--- src/rtl/deserializer.sv ---
// ----------------------------------------------------------------------------
// deserializer
//
// Serial-to-parallel converter, receive-side twin of the serializer.
// It collects an MSB-first bit stream into DATA_BUS_WIDTH-bit words. A word
// is emitted in either of two cases:
//   - when the last bit of the word arrives (full word, mod = 0), or
//   - when the qualifier drops mid-word (partial word, mod = bit count).
// Partial words are left-aligned and their unused low bits are zero.
//
// Ports:
//   clk_i            in   1               clock, rising edge
//   arst_i           in   1               asynchronous active-high reset
//   ser_data_i       in   1               serial data bit, MSB first
//   ser_data_val_i   in   1               ser_data_i valid this cycle
//   deser_data_o     out  DATA_BUS_WIDTH  reassembled word (held between pulses)
//   deser_data_mod_o out  DATA_MOD_WIDTH  valid bit count, 0 = full word
//   deser_data_val_o out  1               one-cycle word-valid pulse
// ----------------------------------------------------------------------------
module deserializer #(
   parameter int DATA_BUS_WIDTH = 16,
   parameter int DATA_MOD_WIDTH = 4
) (
   input  logic                      clk_i,
   input  logic                      arst_i,
   input  logic                      ser_data_i,
   input  logic                      ser_data_val_i,
   output logic [DATA_BUS_WIDTH-1:0] deser_data_o,
   output logic [DATA_MOD_WIDTH-1:0] deser_data_mod_o,
   output logic                      deser_data_val_o
);

   localparam logic [0:0] IDLE = 1'b0;
   localparam logic [0:0] RECV = 1'b1;

   // Counter value while the final bit of a word is being sampled.
   localparam logic [DATA_MOD_WIDTH-1:0] LAST_BIT = DATA_MOD_WIDTH'(DATA_BUS_WIDTH - 1);

   localparam logic [DATA_BUS_WIDTH-1:0] WORD_ZERO = {DATA_BUS_WIDTH{1'b0}};
   localparam logic [DATA_MOD_WIDTH-1:0] MOD_ZERO  = {DATA_MOD_WIDTH{1'b0}};
   localparam logic [DATA_MOD_WIDTH-1:0] MOD_ONE   = DATA_MOD_WIDTH'(1);

   // Returns a word with only the bit at position (MSB - idx) set to b.
   // Bit number idx of a burst therefore lands idx places below the MSB.
   function automatic logic [DATA_BUS_WIDTH-1:0] place_bit(
      input logic                      b,
      input logic [DATA_MOD_WIDTH-1:0] idx
   );
      logic [DATA_BUS_WIDTH-1:0] one_hot;
      one_hot = {{(DATA_BUS_WIDTH-1){1'b0}}, b};
      return one_hot << (LAST_BIT - idx);
   endfunction

   logic [0:0]                state_r;
   logic [DATA_MOD_WIDTH-1:0] cnt_r;
   logic [DATA_BUS_WIDTH-1:0] shift_r;
   logic [DATA_BUS_WIDTH-1:0] data_r;
   logic [DATA_MOD_WIDTH-1:0] mod_r;
   logic                      val_r;

   logic [0:0]                state_s;
   logic [DATA_MOD_WIDTH-1:0] cnt_s;
   logic [DATA_BUS_WIDTH-1:0] shift_s;
   logic [DATA_BUS_WIDTH-1:0] data_s;
   logic [DATA_MOD_WIDTH-1:0] mod_s;
   logic                      val_s;
   logic [DATA_BUS_WIDTH-1:0] merged_s;

   // Next-state computation for the burst framing FSM and its datapath.
   always_comb begin
      state_s  = state_r;
      cnt_s    = cnt_r;
      shift_s  = shift_r;
      data_s   = data_r;
      mod_s    = mod_r;
      val_s    = 1'b0;
      // Shift register with the current bit merged in at the counter slot.
      merged_s = shift_r | place_bit(ser_data_i, cnt_r);

      case (state_r)
         IDLE: begin
            if (ser_data_val_i) begin
               // shift_r is always zero here, so merged_s holds just bit MSB.
               shift_s = merged_s;
               cnt_s   = MOD_ONE;
               state_s = RECV;
            end else begin
               state_s = IDLE;
            end
         end

         RECV: begin
            if (ser_data_val_i) begin
               if (cnt_r == LAST_BIT) begin
                  // Last bit completes the word; the next valid bit starts
                  // a fresh word from IDLE with no gap needed.
                  data_s  = merged_s;
                  mod_s   = MOD_ZERO;
                  val_s   = 1'b1;
                  shift_s = WORD_ZERO;
                  cnt_s   = MOD_ZERO;
                  state_s = IDLE;
               end else begin
                  shift_s = merged_s;
                  cnt_s   = cnt_r + MOD_ONE;
               end
            end else begin
               // Qualifier gap ends a short burst: emit what we have.
               data_s  = shift_r;
               mod_s   = cnt_r;
               val_s   = 1'b1;
               shift_s = WORD_ZERO;
               cnt_s   = MOD_ZERO;
               state_s = IDLE;
            end
         end

         default: begin
            state_s = IDLE;
            cnt_s   = MOD_ZERO;
            shift_s = WORD_ZERO;
         end
      endcase
   end

   // State and datapath registers, cleared asynchronously on reset.
   always_ff @(posedge clk_i or posedge arst_i) begin
      if (arst_i) begin
         state_r <= IDLE;
         cnt_r   <= MOD_ZERO;
         shift_r <= WORD_ZERO;
         data_r  <= WORD_ZERO;
         mod_r   <= MOD_ZERO;
         val_r   <= 1'b0;
      end else begin
         state_r <= state_s;
         cnt_r   <= cnt_s;
         shift_r <= shift_s;
         data_r  <= data_s;
         mod_r   <= mod_s;
         val_r   <= val_s;
      end
   end

   assign deser_data_o     = data_r;
   assign deser_data_mod_o = mod_r;
   assign deser_data_val_o = val_r;

endmodule

--- config.mk ---
export PLATFORM = sky130hd
export DESIGN_NAME = deserializer
export DESIGN_NICKNAME = d
export VERILOG_FILES = /design/src/rtl/deserializer.sv
export SDC_FILE = /design/constraint.sdc
export NUM_CORES = 1
export LEC_CHECK = 0
export ABC_AREA = 1
export BUFFER_PORTS_ARGS = -buffer_cell sky130_fd_sc_hd__buf_2
export CAP_MARGIN = 30
export CORE_UTILIZATION = 30
export DETAILED_ROUTE_END_ITERATION = 7
export SLEW_MARGIN = 20
export SYNTH_ARGS = -nofsm -noshare
export SYNTH_HDL_FRONTEND = slang
export SYNTH_SLANG_ARGS = --single-unit
--- constraint.sdc ---
create_clock -name clk_i -period 3.6 [get_ports clk_i]
set_input_delay 0.36 -clock clk_i [delete_from_list [all_inputs] [get_ports clk_i]]
set_output_delay 0.36 -clock clk_i [all_outputs]
set_load 0.01 [all_outputs]
==> Word-level counts from Yosys, hierarchy flattened <==
Cells that the tools add are included.
{ "word_totals": {"reg_bits": 42, "inputBits": 4, "word_cells": 34, "output_inout_bits": 21} }
{ "op_classes": {"mux": 19, "add_sub_neg": 2, "n_eq_ne": 3, "bitwise": 2, "shifts": 1, "n_reduce_logical": 1} }
{ "ops": {"columns": ["cell", "count"], "rows": [
  ["$mux W16", 5],
  ["$pmux W16 S2", 1],
  ["$mux W4", 5],
  ["$or A16 B16 Y16", 1],
  ["$shl A1 B4 Y16", 1],
  ["$pmux W4 S2", 1],
  ["$mux W1", 6],
  ["$add A4 B1 Y4 const B", 1],
  ["$eq A4 B4 Y1 const B", 1],
  ["$sub A4 B4 Y4 const A", 1],
  ["$ne A2 B1 Y1 const B", 1],
  ["$ne A2 B2 Y1 const B", 1],
  ["$pmux W1 S2", 1],
  ["$reduce_and A2 Y1", 1],
  ["$not A1 Y1", 1]
]} }

==> Logic depth before layout (Yosys ltp) <==
{ "logic_depth": {"word_depth": 6, "mapped_depth": 8, "mapped_depth_nobuf": 7} }

==> Worst setup path after synthesis <==
No wires, ideal clock.
{ "synth_path": {"path_type": "reg-to-reg", "startpoint": "register cnt_r[0]", "endpoint": "register data_r[10], in the netlist deser_data_o[10]", "setup_slack_ns": 2.191, "setup_ns": 0.117, "n_path_buf": 1, "required_ns": 3.483, "path_stages_with_launch": 9, "t_arrival_ns": 1.292, "period_less_slack_ns": 1.409, "path_cell_list": "dfrtp_1 > ha_1 > nand2_1 > nor2_4 > nor2_4 > buf_6 > nand2_1 > o21ai_1 > inv_1"} }
{ "synth_between": {"elab_chain_len": 5, "word_cells_on_any_way": 8, "cone_classes": "add/sub: 1; eq/ne: 2; shift: 1; mux: 2; bitwise: 1; reduce/logical: 1"} }
{ "synth_lines": {"columns": ["element", "line_no", "rtl"], "rows": [
  ["start, declared", "55", "logic [DATA_MOD_WIDTH-1:0] cnt_r;"],
  ["start signal, assigned", "137", "cnt_r <= cnt_s;"],
  ["$sub A4 B4 Y4", "51", "return one_hot << (LAST_BIT - idx);"],
  ["$shl A1 B4 Y16", "51", null],
  ["$or A16 B16 Y16", "78", "merged_s = shift_r | place_bit(ser_data_i, cnt_r);"],
  ["$mux W16", "94", "if (cnt_r == LAST_BIT) begin"],
  ["$mux W16", "93", "if (ser_data_val_i) begin"],
  ["end signal, assigned", "139", "data_r <= data_s;"],
  ["end, declared", "57", "logic [DATA_BUS_WIDTH-1:0] data_r;"]
]} }
Parallel ways exist; a longest one is shown, timed or not. The select of a mux whose other input is x is not followed.
A chain may end at the register's enable or synchronous reset.

==> Worst setup path after layout <==
{ "layout_path": {"startpoint": "register cnt_r[0]", "endpoint": "register data_r[12], in the netlist deser_data_o[12]"} }
The elaborated chain is that of the path after synthesis.

==> impl_metrics.json <==
{
  "gp_congestion": 0.881,
  "row_count": 28,
  "grt_use_total": 0.125,
  "io_buffers": 24,
  "holdWs_ns": 0.191,
  "grt_antenna_before_repair": 0,
  "drt_pass1_iterations": 4,
  "final_cell_mix": "nand2_1 (42), dfrtp_1 (42), inv_1 (29), buf_2 (24), nand3_1 (18)",
  "synth_nets": 214,
  "clk_latency_ns": 0.29,
  "rrSetupSlack_ns": 1.67,
  "finalSetupViolCount": 0,
  "fin_setup_tns_ns": 0,
  "clock-sinks": 42,
  "die_w_um": 80.8,
  "ys_ff_latch": 42,
  "yosys_warnings": 0,
  "avgViaCountPerCell": 4.49,
  "dp.cells": 299,
  "cts_setup_buffers": 0,
  "r2r_end": "deser_data_o[12]",
  "p_per_area_mw_per_mm2": 463,
  "cts-root-buf": "clkbuf_8",
  "critPathKind": "reg -> reg",
  "holdBufCountCts": 0,
  "setup_ws_ns": 1.67,
  "dieArea_mm2": 0.00652,
  "cap_violations": 0,
  "core-area_mm2": 0.00596,
  "syn_area_per_cell_um2": 8.91,
  "fmax_mhz": 518,
  "start_kind": "flop",
  "synth_area_leaders": "dfrtp_1 (56%), nand2_1 (8.5%), inv_1 (5.8%)",
  "relSlewSlack": 0.477,
  "drv_slew": 0,
  "yosysUniqueCellTypes": 23,
  "required_ns": 3.78,
  "cts_buffers": 5,
  "path_clk_slew_ns": 0.07,
  "critical_path.max_fanout": 40,
  "ir_drop_uv": 135,
  "routedWlPerCell_um": 11.5,
  "layout-drive-gt1-share": 0.187,
  "reg2reg_depth": 7,
  "yosys.area.top_type": "dfrtp_1",
  "fin_util": 0.351,
  "synthCells": 209,
  "place_area_mm2": 0.00201,
  "period_minus_slack_ns": 1.93,
  "dp_slack_ns": 1.65,
  "hold_class": "in -> async",
  "antenna_left": 0,
  "grt-ovfl-total": 0,
  "grt_max_degree": 43,
  "fin_crit_sh": 0.536,
  "skew_ns": 0.00306,
  "drt_iter0_drc": 102,
  "routed_wirelength_um": 3500,
  "yosysSeqAreaShare": 0.565,
  "die_height_um": 80.8,
  "cts_tree": "yes",
  "nNetsFinal": 236,
  "areaGrowthSynthToFinish_pct": 12.3,
  "total_power_uw": 968,
  "final_cell_area_mm2": 0.00209,
  "synth_area_mm2": 0.00186,
  "grt_pass1_vias": 1409,
  "endpoint_kind": "flop",
  "cts_htree_levels": 2,
  "grt_setup_unrepaired": "no",
  "vias": 1369,
  "grt_pass1_wl_um": 6200,
  "tightestPinTransition_ns": 0.783,
  "hold_viol": 0,
  "instances_no_fill": 305,
  "reg2reg_from": "cnt_r[0]",
  "initial_utilization": 0.313,
  "diodes": 0,
  "p_leak_nw": 1.06,
  "ios": 25,
  "drc_errors": 0,
  "synth_top_area_frac": 0.565,
  "ctsLongestPathBuffers": 2,
  "status": "complete, no violations",
  "cts_resized": 0,
  "hpwl_um": 2420,
  "crit_arrival_ns": 2.11
}
[logic make-up after synthesis]
family | share of synthesized area
buffers and inverters | 0.105
adder cells (fa/ha/maj) | 0.00672
AND/OR/NAND/NOR | 0.218
flip-flops | 0.565
AO/OA/AOI/OAI | 0.106
[metal layers]
layer / wire [µm] / GRT usage / up-vias
met5: 0 / 0 / -
met4: 82 / 0.0625 / 0
met3: 212 / 0.0393 / 10
met2: 1540 / 0.199 / 37
met1: 1660 / 0.153 / 622
li1: - / - / 700
[critical path, stage by stage, from the launching register on]
cell and delay [ns]:
dfrtp_1 0.43, ha_1 0.23, nand2_1 0.21, nor2_4 0.08, nor2_4 0.60, nand2_1 0.10, o21ai_1 0.10, inv_1 0.05
[cells in the mapped netlist, drive strengths merged]
cell type / count
clkbuf: 2
ha: 1
nand3: 18
clkinv: 1
nor3: 2
dfrtp: 42
nand2: 43
buf: 8
nand4: 6
a21oi: 6
o22ai: 1
o21ai: 27
inv: 31
nor2: 21
[where the power goes]
group          leakage, nW  internal [mW]  switching, mW  total [mW]
Sequential           0.541          0.512         0.0230       0.535
Clock               0.0431          0.148          0.145       0.292
Combinational        0.481         0.0505         0.0897       0.140
Total                 1.06          0.710          0.257       0.968
[state kept, by name, summed over array words and instances, names as in the netlist]
register,cells
deser_data_o,16
shift_r,16
cnt_r,4
deser_data_mod_o,4
deser_data_val_o,1
state_r,1
[area by class of cell]
class | count | area, µm²
sequential | 42 | 1050
inverter | 32 | 120
timing repair buffer | 25 | 128
tap | 75 | 93.8
multi-input combinational | 125 | 616
clock buffer | 6 | 82.6
fill | 646 | 3860
[worst max-delay path by stage]
stage	to	slack, ns	cells past startpoint	start
after floorplan	deser_data_o[10]	2.19	8	cnt_r[0]
after global placement	deser_data_o[12]	1.71	7	cnt_r[0]
after detailed placement	deser_data_o[12]	1.65	7	cnt_r[0]
after CTS	deser_data_o[12]	1.64	7	cnt_r[0]
after global routing	deser_data_o[7]	1.40	7	cnt_r[0]
final	deser_data_o[12]	1.67	7	cnt_r[0]
No activity file was read; power rests on OpenSTA's default activity.
